$ cat src/rtl/reservation_station_if.sv
`default_nettype none
// ============================================================================
// Module   : reservation_station_if
// Desc     : Issue, CDB snoop and dispatch bundle for reservation_station.
// Revision : 1.0 - initial release
// ============================================================================
interface reservation_station_if #(
    parameter int DEPTH  = 4,
    parameter int OP_W   = 6,
    parameter int TAG_W  = 5,
    parameter int DATA_W = 32
);
    localparam int c_CNT_W = $clog2(DEPTH + 1);

    logic              issue_valid;
    logic              issue_ready;
    logic [OP_W-1:0]   issue_op;
    logic [TAG_W-1:0]  issue_dest;
    logic [TAG_W-1:0]  issue_tag_j;
    logic [TAG_W-1:0]  issue_tag_k;
    logic [DATA_W-1:0] issue_val_j;
    logic [DATA_W-1:0] issue_val_k;
    logic              cdb_broadcast;
    logic [TAG_W-1:0]  cdb_tag;
    logic [DATA_W-1:0] cdb_val;
    logic              disp_valid;
    logic              disp_ready;
    logic [OP_W-1:0]   disp_op;
    logic [TAG_W-1:0]  disp_dest;
    logic [DATA_W-1:0] disp_val_j;
    logic [DATA_W-1:0] disp_val_k;
    logic [c_CNT_W-1:0] count;

    modport master (
        output issue_valid, issue_op, issue_dest, issue_tag_j, issue_tag_k,
               issue_val_j, issue_val_k, cdb_broadcast, cdb_tag, cdb_val, disp_ready,
        input  issue_ready, disp_valid, disp_op, disp_dest, disp_val_j, disp_val_k, count
    );

    modport slave (
        input  issue_valid, issue_op, issue_dest, issue_tag_j, issue_tag_k,
               issue_val_j, issue_val_k, cdb_broadcast, cdb_tag, cdb_val, disp_ready,
        output issue_ready, disp_valid, disp_op, disp_dest, disp_val_j, disp_val_k, count
    );
endinterface
`default_nettype wire

$ cat src/rtl/reservation_station.sv
`default_nettype none
// ============================================================================
// Module   : reservation_station
// Desc     : Tomasulo reservation station; snoops the CDB and dispatches the
//            oldest ready entry. Optional macro RS_CDB_BYPASS_EN captures a
//            same-cycle CDB broadcast at issue instead of stalling the issue.
// Revision : 1.0 - initial release
// ============================================================================
module reservation_station #(
    parameter int               DEPTH       = 4,
    parameter int               OP_W        = 6,
    parameter int               TAG_W       = 5,
    parameter int               DATA_W      = 32,
    parameter logic [TAG_W-1:0] INVALID_TAG = '1
) (
    input  wire logic            clk,
    input  wire logic            rst,
    reservation_station_if.slave bus
);
    localparam int c_IDX_W = $clog2(DEPTH);
    localparam int c_CNT_W = $clog2(DEPTH + 1);

    logic [DEPTH-1:0]   r_busy;
    logic [OP_W-1:0]    r_op    [DEPTH];
    logic [TAG_W-1:0]   r_dest  [DEPTH];
    logic [TAG_W-1:0]   r_tag_j [DEPTH];
    logic [DATA_W-1:0]  r_val_j [DEPTH];
    logic [TAG_W-1:0]   r_tag_k [DEPTH];
    logic [DATA_W-1:0]  r_val_k [DEPTH];
    logic [c_IDX_W-1:0] r_age   [DEPTH];
    logic [c_CNT_W-1:0] r_count;

    logic [DEPTH-1:0]   w_ready;
    logic               w_disp_valid;
    logic [c_IDX_W-1:0] w_sel;
    logic [c_IDX_W-1:0] w_sel_age;
    logic [c_IDX_W-1:0] w_free;
    logic [c_IDX_W-1:0] w_new_age;
    logic               w_cdb_hit;
    logic               w_issue_ready;
    logic               w_issue_fire;
    logic               w_disp_fire;
    logic [TAG_W-1:0]   w_new_tag_j;
    logic [TAG_W-1:0]   w_new_tag_k;
    logic [DATA_W-1:0]  w_new_val_j;
    logic [DATA_W-1:0]  w_new_val_k;

    assign w_cdb_hit = bus.cdb_broadcast && (bus.cdb_tag != INVALID_TAG);

    // Age 0 is the oldest entry; the oldest ready entry wins regardless of index.
    always_comb begin
        w_ready      = '0;
        w_disp_valid = 1'b0;
        w_sel        = '0;
        w_sel_age    = '0;
        for (int i = 0; i < DEPTH; i++) begin
            w_ready[i] = r_busy[i] && (r_tag_j[i] == INVALID_TAG) && (r_tag_k[i] == INVALID_TAG);
            if (w_ready[i] && (!w_disp_valid || (r_age[i] < w_sel_age))) begin
                w_disp_valid = 1'b1;
                w_sel        = c_IDX_W'(i);
                w_sel_age    = r_age[i];
            end
        end
    end

    always_comb begin
        w_free = '0;
        for (int i = DEPTH - 1; i >= 0; i--) begin
            if (!r_busy[i]) begin
                w_free = c_IDX_W'(i);
            end
        end
    end

    always_comb begin
        w_new_tag_j = bus.issue_tag_j;
        w_new_val_j = bus.issue_val_j;
        w_new_tag_k = bus.issue_tag_k;
        w_new_val_k = bus.issue_val_k;
`ifdef RS_CDB_BYPASS_EN
        if (w_cdb_hit && (bus.issue_tag_j == bus.cdb_tag)) begin
            w_new_tag_j = INVALID_TAG;
            w_new_val_j = bus.cdb_val;
        end
        if (w_cdb_hit && (bus.issue_tag_k == bus.cdb_tag)) begin
            w_new_tag_k = INVALID_TAG;
            w_new_val_k = bus.cdb_val;
        end
`endif
    end

`ifdef RS_CDB_BYPASS_EN
    assign w_issue_ready = (r_count != c_CNT_W'(DEPTH));
`else
    // Without bypass an issue whose producer broadcasts this cycle would miss its wakeup.
    assign w_issue_ready = (r_count != c_CNT_W'(DEPTH)) &&
                           !(w_cdb_hit && ((bus.issue_tag_j == bus.cdb_tag) ||
                                           (bus.issue_tag_k == bus.cdb_tag)));
`endif

    assign w_issue_fire = bus.issue_valid && w_issue_ready;
    assign w_disp_fire  = w_disp_valid && bus.disp_ready;
    assign w_new_age    = c_IDX_W'(r_count - c_CNT_W'(w_disp_fire));

    always_ff @(posedge clk) begin
        if (rst) begin
            r_busy  <= '0;
            r_count <= '0;
        end else begin
            for (int i = 0; i < DEPTH; i++) begin
                if (r_busy[i] && w_cdb_hit) begin
                    if (r_tag_j[i] == bus.cdb_tag) begin
                        r_tag_j[i] <= INVALID_TAG;
                        r_val_j[i] <= bus.cdb_val;
                    end
                    if (r_tag_k[i] == bus.cdb_tag) begin
                        r_tag_k[i] <= INVALID_TAG;
                        r_val_k[i] <= bus.cdb_val;
                    end
                end
                if (w_disp_fire && r_busy[i] && (r_age[i] > w_sel_age)) begin
                    r_age[i] <= r_age[i] - c_IDX_W'(1);
                end
            end
            if (w_disp_fire) begin
                r_busy[w_sel] <= 1'b0;
            end
            if (w_issue_fire) begin
                r_busy[w_free]  <= 1'b1;
                r_op[w_free]    <= bus.issue_op;
                r_dest[w_free]  <= bus.issue_dest;
                r_tag_j[w_free] <= w_new_tag_j;
                r_val_j[w_free] <= w_new_val_j;
                r_tag_k[w_free] <= w_new_tag_k;
                r_val_k[w_free] <= w_new_val_k;
                r_age[w_free]   <= w_new_age;
            end
            case ({w_issue_fire, w_disp_fire})
                2'b10:   r_count <= r_count + c_CNT_W'(1);
                2'b01:   r_count <= r_count - c_CNT_W'(1);
                default: r_count <= r_count;
            endcase
        end
    end

    assign bus.issue_ready = w_issue_ready;
    assign bus.disp_valid  = w_disp_valid;
    assign bus.disp_op     = r_op[w_sel];
    assign bus.disp_dest   = r_dest[w_sel];
    assign bus.disp_val_j  = r_val_j[w_sel];
    assign bus.disp_val_k  = r_val_k[w_sel];
    assign bus.count       = r_count;
endmodule
`default_nettype wire

$ cat src/flat_wrapper.sv
// flat-port wrapper written by rule: the top's interface ports become plain ports
module reservation_station_flat 
#(
    parameter int               DEPTH       = 4,
    parameter int               OP_W        = 6,
    parameter int               TAG_W       = 5,
    parameter int               DATA_W      = 32,
    parameter logic [TAG_W-1:0] INVALID_TAG = '1
)
  (clk, rst, bus_issue_valid, bus_issue_op, bus_issue_dest, bus_issue_tag_j, bus_issue_tag_k, bus_issue_val_j, bus_issue_val_k, bus_cdb_broadcast, bus_cdb_tag, bus_cdb_val, bus_disp_ready, bus_issue_ready, bus_disp_valid, bus_disp_op, bus_disp_dest, bus_disp_val_j, bus_disp_val_k, bus_count);
  reservation_station_if #(.DEPTH(DEPTH), .OP_W(OP_W), .TAG_W(TAG_W), .DATA_W(DATA_W)) bus_i ();
  input  wire logic clk;
  input  wire logic rst;
  input wire logic [$bits(bus_i.issue_valid)-1:0] bus_issue_valid;
  input wire logic [$bits(bus_i.issue_op)-1:0] bus_issue_op;
  input wire logic [$bits(bus_i.issue_dest)-1:0] bus_issue_dest;
  input wire logic [$bits(bus_i.issue_tag_j)-1:0] bus_issue_tag_j;
  input wire logic [$bits(bus_i.issue_tag_k)-1:0] bus_issue_tag_k;
  input wire logic [$bits(bus_i.issue_val_j)-1:0] bus_issue_val_j;
  input wire logic [$bits(bus_i.issue_val_k)-1:0] bus_issue_val_k;
  input wire logic [$bits(bus_i.cdb_broadcast)-1:0] bus_cdb_broadcast;
  input wire logic [$bits(bus_i.cdb_tag)-1:0] bus_cdb_tag;
  input wire logic [$bits(bus_i.cdb_val)-1:0] bus_cdb_val;
  input wire logic [$bits(bus_i.disp_ready)-1:0] bus_disp_ready;
  output wire logic [$bits(bus_i.issue_ready)-1:0] bus_issue_ready;
  output wire logic [$bits(bus_i.disp_valid)-1:0] bus_disp_valid;
  output wire logic [$bits(bus_i.disp_op)-1:0] bus_disp_op;
  output wire logic [$bits(bus_i.disp_dest)-1:0] bus_disp_dest;
  output wire logic [$bits(bus_i.disp_val_j)-1:0] bus_disp_val_j;
  output wire logic [$bits(bus_i.disp_val_k)-1:0] bus_disp_val_k;
  output wire logic [$bits(bus_i.count)-1:0] bus_count;
  assign bus_i.issue_valid = bus_issue_valid;
  assign bus_i.issue_op = bus_issue_op;
  assign bus_i.issue_dest = bus_issue_dest;
  assign bus_i.issue_tag_j = bus_issue_tag_j;
  assign bus_i.issue_tag_k = bus_issue_tag_k;
  assign bus_i.issue_val_j = bus_issue_val_j;
  assign bus_i.issue_val_k = bus_issue_val_k;
  assign bus_i.cdb_broadcast = bus_cdb_broadcast;
  assign bus_i.cdb_tag = bus_cdb_tag;
  assign bus_i.cdb_val = bus_cdb_val;
  assign bus_i.disp_ready = bus_disp_ready;
  assign bus_issue_ready = bus_i.issue_ready;
  assign bus_disp_valid = bus_i.disp_valid;
  assign bus_disp_op = bus_i.disp_op;
  assign bus_disp_dest = bus_i.disp_dest;
  assign bus_disp_val_j = bus_i.disp_val_j;
  assign bus_disp_val_k = bus_i.disp_val_k;
  assign bus_count = bus_i.count;
  reservation_station #(.DEPTH(DEPTH), .OP_W(OP_W), .TAG_W(TAG_W), .DATA_W(DATA_W), .INVALID_TAG(INVALID_TAG)) u_core (.clk(clk), .rst(rst), .bus(bus_i));
endmodule
$ cat config.mk
export PLATFORM = sky130hd
export DESIGN_NAME = reservation_station_flat
export DESIGN_NICKNAME = d
export VERILOG_FILES = /design/src/rtl/reservation_station_if.sv /design/src/rtl/reservation_station.sv /design/src/flat_wrapper.sv
export SDC_FILE = /design/constraint.sdc
export NUM_CORES = 1
export LEC_CHECK = 0
export BUFFER_PORTS_ARGS = -buffer_cell sky130_fd_sc_hd__buf_2
export CAP_MARGIN = 15
export CORE_ASPECT_RATIO = 0.9
export CORE_UTILIZATION = 45
export DETAILED_ROUTE_END_ITERATION = 6
export PLACE_DENSITY = 0.66
export SETUP_SLACK_MARGIN = 0.3
export SYNTH_ARGS = -nofsm -noshare
export SYNTH_HDL_FRONTEND = slang
export SYNTH_SLANG_ARGS = --single-unit
$ cat constraint.sdc
create_clock -name clk -period 5.2 [get_ports clk]
set_input_delay 0.52 -clock clk [delete_from_list [all_inputs] [get_ports clk]]
set_output_delay 0.52 -clock clk [all_outputs]
set_load 0.01 [all_outputs]
==> load_flow_metrics.sql <==
INSERT INTO impl_metrics (metric_group, metric, value, unit) VALUES
('status', 'outcome', 'complete, but fails checks', ''),
('status', 'failing_checks', 'DRC', ''),
('logic_synthesis', 'yosys_most_used_dff', 'edfxtp_1', ''),
('timing', 'slew-limit-headroom', '0.348', ''),
('power', 'p_per_area', '292', 'nW/um^2'),
('logic_synthesis', 'syn_area', '17100', 'um^2'),
('critical_path', 'slowest_stage', 'edfxtp_1', ''),
('die', 'die_area', '38700', 'um^2'),
('logic_synthesis', 'number_of_flops_mapped_to_enable_cells_by_yosys', '348', ''),
('place', 'placement.cell_area', '18700', 'um^2'),
('logic_synthesis', 'sequential_to_total_area_share_from_yosys_stat', '0.620', ''),
('timing', 'finalClockSkew', '21.3', 'ps'),
('logic_synthesis', 'synth_fp_nets', '1816', ''),
('die', 'initial_core_util', '0.458', ''),
('place', 'placement.io_buffers', '206', ''),
('critical_path', 'regToRegSetupSlack', '270', 'ps'),
('clock_network', 'tritoncts', 'built', ''),
('critical_path', 'cp_data_required_time', '4680', 'ps'),
('critical_path', 'worstReg2RegEnd', 'u_core.r_age[2][0]', ''),
('critical_path', 'startpoint', 'u_core.r_tag_k[0][2]', ''),
('critical_path', 'timing.critical_path.to', 'bus_disp_val_k[5]', ''),
('timing', 'finalSetupTns', '0', 'ps'),
('critical_path', 'setup.worst_path.start_class', 'flop', ''),
('place', 'hpwlAfterDp', '31.0', 'mm'),
('hold_path', 'hp-class', 'input port to flop', ''),
('clock_network', 'clkSinkCount', '355', ''),
('die', 'placement_rows', '67', ''),
('logic_synthesis', 'yosys.area.top_type_share', '0.612', ''),
('critical_path', 'timing.critical_path.fanout_max', '13', ''),
('timing', 'setup_repair_after_global_routing_missed_its_margin', 'true', ''),
('die', 'fp.dieW', '207', 'um'),
('detailed_routing', 'num_vias', '13900', ''),
('timing', 'final.setup.worst_slack', '89.2', 'ps'),
('timing', 'timing.final.setup_violations', '0', ''),
('place', 'preCtsSetupSlack', '243', 'ps'),
('detailed_routing', 'remaining_drc_errors', '16', ''),
('power', 'p_leak', '0.00842', 'uW'),
('hold_path', 'min_from', 'bus_issue_dest[3]', ''),
('die', 'floorplan.core_area', '37300', 'um^2'),
('detailed_routing', 'detail_route.iter0.violations', '1424', ''),
('critical_path', 'cpPeakStageDelay', '420', 'ps'),
('logic_synthesis', 'synth.distinct_cells', '49', ''),
('critical_path', 'crit_path_end_kind', 'output port', ''),
('detailed_routing', 'antenna_left', '0', ''),
('critical_path', 'worstRegToRegCells', '23', ''),
('cells_and_area', 'postLayoutCellArea', '22000', 'um^2'),
('global_route', 'grt_ovf', '0', ''),
('cells_and_area', 'insertedDiodeCount', '0', ''),
('global_route', 'antenna_found_initial', '1', ''),
('clock_network', 'ctsLongestPathBuffers', '3', ''),
('detailed_routing', 'wl_per_cell', '22.3', 'um'),
('critical_path', 'cp_data_arrival_time', '4590', 'ps'),
('cells_and_area', 'finish.net_count', '2050', ''),
('logic_synthesis', 'synth.yosys.warnings', '0', ''),
('cells_and_area', 'fillers', '2959', ''),
('critical_path', 'reg2reg_from', 'u_core.r_tag_k[0][2]', ''),
('global_route', 'first_global_vias', '13600', ''),
('clock_network', 'ctsRootBufferMaster', 'clkbuf_16', ''),
('die', 'pin_count', '207', ''),
('timing', 'layout_worst_path_cycle_share', '0.983', ''),
('timing', 'finalHoldViolations', '0', ''),
('logic_synthesis', 'post-synth-top-count-cell', 'nand2_1', ''),
('global_route', 'largest_net_degree_at_the_start_of_global_routing', '77', ''),
('clock_network', 'postCtsHoldBufs', '0', ''),
('place', 'gp_congestion', '0.850', ''),
('clock_network', 'clkTransAtPathRegs', '60', 'ps'),
('logic_synthesis', 'synth_seq_cells', '355', ''),
('power', 'ir_worst_vdd', '0.000233', 'V'),
('timing', 'worst-slew-pin-transition', '971', 'ps'),
('timing', 'report.final.slew_viol_count', '0', ''),
('clock_network', 'total_number_of_h_tree_levels', '2', '');
==> power breakdown <==
part | total, uW | internal, uW | switching [uW]
clock | 2590 | 1460 | 1130
sequential | 3270 | 3240 | 28.2
combinational | 565 | 203 | 362
total | 6430 | 4910 | 1520
==> sequential cells by signal (all words and copies together), names as in the netlist, 4 cells and up <==
name and flops:
u_core.r_age 8, u_core.r_busy 4, u_core.r_dest 20, u_core.r_op 24, u_core.r_tag_j 20, u_core.r_tag_k 20, u_core.r_val_j 128, u_core.r_val_k 128
==> routing by layer <==
layer	global-route usage	vias up	part of all wire
met1	0.353	6768	0.40
met3	0.0443	118	0.086
met4	0.0884	0	0.029
met2	0.440	677	0.49
met5	0	-	0
li1	-	6381	-
==> metrics by stage <==
step,util,std cells
after floorplan,-,1675
after global placement,0.502,2303
after detailed placement,0.502,2303
after CTS,0.559,2403
after global routing,0.589,2422
final,0.589,2422
==> what timing repair did <==
| item | in CTS | in global routing |
|---|---|---|
| setup endpoints to repair | 83 | 83 |
| resized for setup | 99 | 163 |
| pin swaps | 7 | 18 |
| gates cloned | 7 | 12 |
| setup buffers | 22 | 7 |
==> worst min-delay path by stage <==
stage,to,cells past startpoint
floorplan,u_core.bus.count[2],2
global placement,u_core.bus.count[2],2
detailed placement,u_core.bus.count[2],2
CTS,u_core.r_dest[2][3],1
global route,u_core.r_op[0][5],1
finish,u_core.r_dest[2][3],1
==> layout by cell type (no fill, tap or decap), types with 5 or more instances in the layout <==
| cell | instances |
|---|---|
| nor2_2 | 30 |
| xor2_1 | 24 |
| xnor2_1 | 33 |
| ha_1 | 10 |
| buf_4 | 50 |
| buf_12 | 11 |
| nor2_1 | 25 |
| clkinv_2 | 7 |
| a31oi_2 | 6 |
| clkinv_1 | 13 |
| buf_16 | 5 |
| a31oi_4 | 47 |
| clkbuf_16 | 48 |
| nand3_1 | 88 |
| edfxtp_1 | 348 |
| buf_2 | 188 |
| nand4_1 | 9 |
| nor3_1 | 8 |
| nand2b_1 | 46 |
| dfxtp_1 | 7 |
| o21ai_0 | 14 |
| clkbuf_1 | 7 |
| nor2_4 | 37 |
| inv_1 | 9 |
| nand2_1 | 649 |
| a31oi_1 | 23 |
| a22oi_1 | 76 |
| a21oi_1 | 12 |
| buf_6 | 28 |
==> kinds of logic (layout without fill, tap and decap cells) <==
kind of cell / Yosys count / count (layout) / synth area share
flip-flops: 355 / 355 / 0.620
XOR/XNOR: 57 / 57 / 0.0292
adder cells (fa/ha/maj): 14 / 14 / 0.0107
multiplexers: 4 / 4 / 0.00234
AO/OA/AOI/OAI: 210 / 213 / 0.0830
AND/OR/NAND/NOR: 918 / 918 / 0.221
buffers and inverters: 117 / 378 / 0.0341
==> critical path: cells and delay by family (launching register included) <==
kind / cells / cell delay (ps)
buf+inv: 2 / 360
mux: 1 / 230
simple gates: 6 / 820
fa+ha+maj: 3 / 880
flops: 1 / 420
compound gates: 8 / 1320
==> area by class of cell <==
class,instances,area [um^2],area share
clock buffers,47,1030,0.0468
flip-flops and latches,355,10600,0.482
inverters,14,61.3,0.00279
clock inverters,24,155,0.00706
multi-input cells,1206,7290,0.332
well taps,483,604,0.0275
repair buffers,293,2230,0.102
No activity file was read; power rests on OpenSTA's default activity.
